--- src/rtl/data_sram_arbiter_pkg.sv ---
// Shared definitions for the data SRAM arbiter.
//   owner_e : which master owns the read whose data returns next cycle
//   CNT_W   : width of the aux starvation counter (limits up to 15)
package data_sram_arbiter_pkg;

    typedef enum logic [1:0] {
        OWN_NONE = 2'd0,
        OWN_PIPE = 2'd1,
        OWN_AUX  = 2'd2
    } owner_e;

    localparam int CNT_W = 4;

endpackage

--- src/rtl/data_sram_arbiter.sv ---
// Data SRAM arbiter: shares the single-port data SRAM between the pipeline
// load/store path (issue in EXE, data in MEM) and one auxiliary master
// (debug/DMA). The pipeline has fixed priority; after STARVE_LIMIT
// consecutive denied aux cycles the aux master is granted once.
// The owner of each read is remembered for one cycle so the SRAM read data
// (1-cycle latency) is flagged valid to the right requester.
//
// Ports
//   clk, resetn                       clock, asynchronous active-low reset
//   pipe_req/wr/wstrb/addr/wdata      pipeline request (held until pipe_gnt)
//   pipe_flush                        kills pipe grant and pipe response
//   pipe_gnt, pipe_rvalid, pipe_rdata pipeline grant / load response
//   aux_req/wr/wstrb/addr/wdata       auxiliary request (held until aux_gnt)
//   aux_gnt, aux_rvalid, aux_rdata    auxiliary grant / read response
//   data_sram_en/wen/addr/wdata       SRAM command pins
//   data_sram_rdata                   SRAM read data, 1 cycle after a read
module data_sram_arbiter
    import data_sram_arbiter_pkg::*;
#(
    parameter int ADDR_W       = 32,
    parameter int DATA_W       = 32,
    parameter int STARVE_LIMIT = 4
) (
    input  logic                clk,
    input  logic                resetn,

    input  logic                pipe_req,
    input  logic                pipe_wr,
    input  logic [DATA_W/8-1:0] pipe_wstrb,
    input  logic [ADDR_W-1:0]   pipe_addr,
    input  logic [DATA_W-1:0]   pipe_wdata,
    input  logic                pipe_flush,
    output logic                pipe_gnt,
    output logic                pipe_rvalid,
    output logic [DATA_W-1:0]   pipe_rdata,

    input  logic                aux_req,
    input  logic                aux_wr,
    input  logic [DATA_W/8-1:0] aux_wstrb,
    input  logic [ADDR_W-1:0]   aux_addr,
    input  logic [DATA_W-1:0]   aux_wdata,
    output logic                aux_gnt,
    output logic                aux_rvalid,
    output logic [DATA_W-1:0]   aux_rdata,

    output logic                data_sram_en,
    output logic [DATA_W/8-1:0] data_sram_wen,
    output logic [ADDR_W-1:0]   data_sram_addr,
    output logic [DATA_W-1:0]   data_sram_wdata,
    input  logic [DATA_W-1:0]   data_sram_rdata
);

    localparam int              STRB_W = DATA_W / 8;
    localparam logic [CNT_W-1:0] LIMIT = CNT_W'(STARVE_LIMIT);

    function automatic logic [CNT_W-1:0] sat_inc(input logic [CNT_W-1:0] v);
        return (v >= LIMIT) ? LIMIT : v + CNT_W'(1);
    endfunction

    logic [CNT_W-1:0] starve_cnt_p1;
    logic [CNT_W-1:0] starve_cnt_nxt;
    owner_e           rd_owner_p1;
    owner_e           rd_owner_nxt;
    logic             force_aux;
    logic             win_wr;
    logic [STRB_W-1:0] win_wstrb;

    // ---- Stage 0: arbitration and SRAM command (combinational) ----
    always_comb begin
        force_aux       = (starve_cnt_p1 == LIMIT);
        // resetn gating keeps the SRAM idle while reset is held
        pipe_gnt        = resetn & pipe_req & ~pipe_flush & ~(force_aux & aux_req);
        aux_gnt         = resetn & aux_req & ~pipe_gnt;
        data_sram_en    = pipe_gnt | aux_gnt;

        data_sram_addr  = pipe_gnt ? pipe_addr  : aux_addr;
        data_sram_wdata = pipe_gnt ? pipe_wdata : aux_wdata;
        win_wr          = pipe_gnt ? pipe_wr    : aux_wr;
        win_wstrb       = pipe_gnt ? pipe_wstrb : aux_wstrb;
        data_sram_wen   = (data_sram_en && win_wr) ? win_wstrb : '0;

        // A forced grant clears the counter, so priority returns next cycle
        starve_cnt_nxt  = (aux_req && !aux_gnt) ? sat_inc(starve_cnt_p1) : '0;

        rd_owner_nxt    = OWN_NONE;
        if (pipe_gnt && !pipe_wr) begin
            rd_owner_nxt = OWN_PIPE;
        end else if (aux_gnt && !aux_wr) begin
            rd_owner_nxt = OWN_AUX;
        end
    end

    // ---- Stage 0 -> 1 boundary: control state ----
    always_ff @(posedge clk or negedge resetn) begin
        if (!resetn) begin
            starve_cnt_p1 <= '0;
            rd_owner_p1   <= OWN_NONE;
        end else begin
            starve_cnt_p1 <= starve_cnt_nxt;
            rd_owner_p1   <= rd_owner_nxt;
        end
    end

    // ---- Stage 1: read response steering ----
    // A flush in the response cycle drops the pipeline load; aux is never flushed.
    always_comb begin
        pipe_rvalid = (rd_owner_p1 == OWN_PIPE) & ~pipe_flush;
        aux_rvalid  = (rd_owner_p1 == OWN_AUX);
        pipe_rdata  = data_sram_rdata;
        aux_rdata   = data_sram_rdata;
    end

    // A requester that is waiting must keep its command stable until granted.
    // A flushed pipeline request may be replaced.
    a_pipe_stable: assert property (@(posedge clk) disable iff (!resetn)
        (pipe_req && !pipe_gnt && !pipe_flush) |=>
            (!pipe_req || pipe_flush ||
             $stable({pipe_wr, pipe_wstrb, pipe_addr, pipe_wdata})));

    a_aux_stable: assert property (@(posedge clk) disable iff (!resetn)
        (aux_req && !aux_gnt) |=>
            (!aux_req || $stable({aux_wr, aux_wstrb, aux_addr, aux_wdata})));

endmodule
--- config.mk ---
export PLATFORM = sky130hd
export DESIGN_NAME = data_sram_arbiter
export DESIGN_NICKNAME = d
export VERILOG_FILES = /design/src/rtl/data_sram_arbiter_pkg.sv /design/src/rtl/data_sram_arbiter.sv
export SDC_FILE = /design/constraint.sdc
export NUM_CORES = 1
export LEC_CHECK = 0
export CAP_MARGIN = 20
export CORE_AREA = 5 5 119 121
export DETAILED_ROUTE_END_ITERATION = 8
export DIE_AREA = 0 0 124 126
export SLEW_MARGIN = 40
export SYNTH_ARGS = -nofsm -noshare
export SYNTH_HDL_FRONTEND = slang
export SYNTH_SLANG_ARGS = --single-unit
--- constraint.sdc ---
create_clock -name clk -period 1.7 [get_ports clk]
set_input_delay 0.255 -clock clk [delete_from_list [all_inputs] [get_ports clk]]
set_output_delay 0.255 -clock clk [all_outputs]
set_load 0.01 [all_outputs]
Word-level counts from Yosys, hierarchy flattened
Cells that the tools add are included.
- register bits: 6
- bits of input ports: 175
- output and inout port bits: 137
- word-level logic and storage cells: 34
- add/subtract/negate cells: 1
- $lt $le $gt $ge: 1
- equality and inequality tests: 3
- mux-type cells: 9
- bitwise gates (word level): 11
- reductions and logical operators: 7
- operators with widths (operator ; number):
    2-to-1 mux 32 bit ; 2
    2-to-1 mux 4 bit ; 4
    AND 1 bit ; 7
    adder 4 x 1 -> 4 bit, second input constant ; 1
    == test 4 x 3 -> 1 bit, second input constant ; 1
    greater-or-equal comparator 4 x 3 -> 1 bit, second input constant ; 1
    logical AND 1 bit ; 4
    2-to-1 mux 2 bit ; 2
    zero test 1 bit ; 3
    NOT 1 bit ; 3
    == test 2 x 1 -> 1 bit, second input constant ; 1
    == test 2 bit, second input constant ; 1
    2-to-1 mux 1 bit ; 1
    bitwise OR 1 bit ; 1

Longest topological paths before layout
- depth after elaboration: 9
- mapped depth: 7

Worst setup path after synthesis
OpenSTA, ideal clock, no wires.
- path type: register to output
- start: register starve_cnt_p1[0]
- end: output data_sram_addr[13]
- arrival: 1.425 ns
- slack: 0.020 ns
- stages on the path, launching flop included: 7
- buffers on the path: 1
- cell sequence: dfrtp_1 -> inv_1 -> ha_1 -> nand4b_1 -> nand3_4 -> clkbuf_8 -> mux2_2
- longest elaborated chain between the ends: 5
- RTL lines (item ; RTL line ; text):
    start: declaration ; data_sram_arbiter.sv:60 ; logic [CNT_W-1:0] starve_cnt_p1;
    start signal: assignment ; data_sram_arbiter.sv:99 ; starve_cnt_p1 <= starve_cnt_nxt;
    == test 4 x 3 -> 1 bit ; data_sram_arbiter.sv:70 ; force_aux = (starve_cnt_p1 == LIMIT);
    AND 1 bit ; data_sram_arbiter.sv:72 ; pipe_gnt = resetn & pipe_req & ~pipe_flush & ~(force_aux & aux_req);
    NOT 1 bit ; data_sram_arbiter.sv:72 ;
    AND 1 bit ; data_sram_arbiter.sv:72 ;
    2-to-1 mux 32 bit ; data_sram_arbiter.sv:76 ; data_sram_addr = pipe_gnt ? pipe_addr : aux_addr;
    end: declaration ; data_sram_arbiter.sv:48 ; output logic [ADDR_W-1:0] data_sram_addr,
No other way between the ends.

Final worst setup path
- start: register starve_cnt_p1[0]
- end: output data_sram_wdata[16]
- longest elaborated chain between the ends: 5
- RTL lines (item ; RTL line ; text):
    == test 4 x 3 -> 1 bit ; data_sram_arbiter.sv:70 ;
    AND 1 bit ; data_sram_arbiter.sv:72 ;
    NOT 1 bit ; data_sram_arbiter.sv:72 ;
    AND 1 bit ; data_sram_arbiter.sv:72 ;
    2-to-1 mux 32 bit ; data_sram_arbiter.sv:77 ; data_sram_wdata = pipe_gnt ? pipe_wdata : aux_wdata;
    end: declaration ; data_sram_arbiter.sv:49 ; output logic [DATA_W-1:0] data_sram_wdata,
No other way between the ends.

==> impl_metrics.json <==
{
  "synth_cells": 177,
  "finalHoldViolCount": 0,
  "r2r_slack_ps": 110,
  "period_share_pct": 133,
  "core_area_mm2": 0.0130,
  "clock-sinks": 6,
  "cpMostUsedCell": "buf_12",
  "crit_path_end_kind": "output port",
  "regToRegStartpoint": "starve_cnt_p1[0]",
  "clk-insertion-delay-late_ps": 230,
  "grt_pass1_vias": 2268,
  "layout_common_cells": "clkdlybuf4s50_1 (142), buf_6 (63), mux2_4 (59)",
  "status": "finished, violations left",
  "viasPerCell": 3.68,
  "post_dp_cell_area_mm2": 0.00364,
  "ys_ff_latch": 6,
  "finalNetCount": 539,
  "yosys_warnings": 0,
  "reg2reg_to": "rd_owner_p1[1]",
  "synthFlopType": "dfrtp_1",
  "hp-class": "primary input to async pin",
  "synthTopCellsByArea": "mux2_2 (38%), buf_4 (28%), dfrtp_1 (8.8%), clkbuf_8 (5.7%), mux2_4 (5.3%)",
  "postCtsHoldBufs": 0,
  "synth_top_cell_by_area": "mux2_2",
  "syn-cell-area_mm2": 0.00170,
  "drive_above_1_share_pct": 50.8,
  "hpwl_mm": 8.44,
  "totalWireLength_mm": 10.4,
  "fill_cells": 1328,
  "powerDensity_mw_per_mm2": 364,
  "synth_top_cell_area_share_pct": 38.5,
  "numCtsBuffers": 3,
  "seq_area_frac_synth_pct": 8.85,
  "final_area_mm2": 0.00431,
  "setup_viol": 70,
  "syn_to_final_growth_pct": 154,
  "crit_slowest_cell": "dfrtp_1",
  "drc": 0,
  "initial_core_util_pct": 13.1,
  "grtUsageTotal_pct": 11.9,
  "synth-edff-count": 0,
  "gp_congestion": 0.809,
  "timing.final.ws_setup_ps": -567,
  "drtIter0Drc": 35,
  "max_cap_viol_count": 0,
  "antenna_found_initial": 5,
  "leakage_nw": 2.05,
  "fin_skew_ps": 0.656,
  "port_buffers": 215,
  "rsz0062_at_grt": "yes",
  "avgSynthCellArea_um2": 9.59,
  "die_x_um": 124,
  "reg2reg_depth": 10,
  "cpPeakStageDelay_ps": 350,
  "dieArea_mm2": 0.0156,
  "max_freq_mhz": 441,
  "syn-num-nets": 354,
  "drtAntennaViolNets": 0,
  "globalRouteOverflowTotal": 0,
  "die_h_um": 126,
  "ctsHtreeMaxLevel": 1,
  "fp-row-count": 42,
  "cts_tree": "yes",
  "cts_root_buf": "clkbuf_16",
  "min_period_ps": 2270,
  "violations": "negative setup slack",
  "slew_violations": 0,
  "cp_max_fo": 6,
  "cp_cell_sequence": "inv_2 > ha_4 > nand4b_1 > nand3_4 > buf_12 > buf_12 > buf_12 > buf_16 > mux2_4 > buf_6",
  "cp-start-kind": "flip-flop",
  "clkTransAtPathRegs_ps": 30,
  "clk_path_buf_depth": 2,
  "ioPinCount": 312,
  "grt_max_degree": 12,
  "diodes": 0,
  "dr_total_vias": 1973,
  "drtPass1Iterations": 4,
  "yosys.cell_types.count": 23,
  "grt_pass1_wl_mm": 13.9,
  "wl_per_cell_um": 19.4,
  "ir_drop_v": 0.000270,
  "path_class": "flip-flop to output port",
  "final_common_cell": "clkdlybuf4s50_1",
  "cp.arrival_ps": 2010,
  "crit_required_ps": 1440,
  "async_reset_ff_share_pct": 100,
  "design_power_total_mw": 1.57
}
-- synthesized netlist by cell type (2+ instances only) --
master / n
inv_1: 2
nand3_1: 2
ha_1: 2
nor2_1: 3
a21oi_1: 3
mux2_4: 6
dfrtp_1: 6
nand2_1: 9
buf_4: 64
mux2i_1: 4
clkbuf_8: 7
mux2_2: 58
-- per-stage QoR --
stage	setup WS (ps)	hold slack [ps]	std cells	setup TNS (ps)	utilization, %
finish	-567	281	536	-32890	33.2
global route	-640	308	536	-38380	33.2
CTS	-555	283	535	-33540	33.3
detailed placement	-788	510	513	-51730	28.0
global placement	-767	510	513	-50280	28.0
floorplan	20.1	-40.6	177	0	-
-- timing repair --
item                       CTS  global route
pin swaps                    3             0
gates resized for setup    400            22
gates cloned                 6             0
setup buffers               13             4
setup endpoints to repair   73            71
-- state kept, by name (all words and copies together) (netlist names) --
signal and cells:
starve_cnt_p1 4, rd_owner_p1 2
-- critical path: cells and delay by family, from the launching register on --
kind	cells	cell delay, ps
buffers and inverters	6	710
flip-flops	1	350
multiplexers	1	310
adder cells (fa/ha/maj)	1	140
AND/OR/NAND/NOR	2	260
-- kinds of logic after synthesis --
| family | after synthesis | synth area share, % |
|---|---|---|
| AOI/OAI and AO/OA | 5 | 1.77 |
| adders and majority gates | 2 | 1.47 |
| buffers and inverters | 74 | 34.7 |
| DFF | 6 | 8.85 |
| muxes | 68 | 46.2 |
| other | 1 | 0.221 |
| and+or+nand+nor | 21 | 6.86 |
-- cell type report --
cell class	instances	area [um2]	share of cell area [%]
clock buffers	3	75.1	1.74
repair buffers	251	2660	61.8
well taps	176	220	5.11
inverters	3	13.8	0.319
multi-input cells	97	1190	27.5
flip-flops and latches	6	150	3.49
-- worst max-delay path by stage --
stage	cells past startpoint	to	startpoint
5_1_grt	10	data_sram_wdata[18]	starve_cnt_p1[0]
6_report	10	data_sram_wdata[16]	starve_cnt_p1[0]
3_5_place_dp	6	data_sram_addr[22]	pipe_flush
3_3_place_gp	6	data_sram_addr[22]	pipe_flush
2_1_floorplan	6	data_sram_addr[13]	starve_cnt_p1[0]
4_1_cts	10	data_sram_wdata[16]	starve_cnt_p1[1]
-- power breakdown --
part | internal, mW | switching [mW] | total, mW
clock | 0.301 | 0.0747 | 0.376
sequential | 0.149 | 0.00321 | 0.152
combinational | 0.727 | 0.312 | 1.04
-- metal layers --
| metal | GRT usage [%] | vias to the layer above | share of wire, % |
|---|---|---|---|
| met4 | 3.35 | 10 | 1.7 |
| met3 | 6.64 | 37 | 16 |
| met5 | 0 | - | 0.60 |
| met2 | 19.0 | 140 | 44 |
| met1 | 13.6 | 877 | 38 |
| li1 | - | 909 | - |
Note: power is estimated with default switching activity, not from simulation.
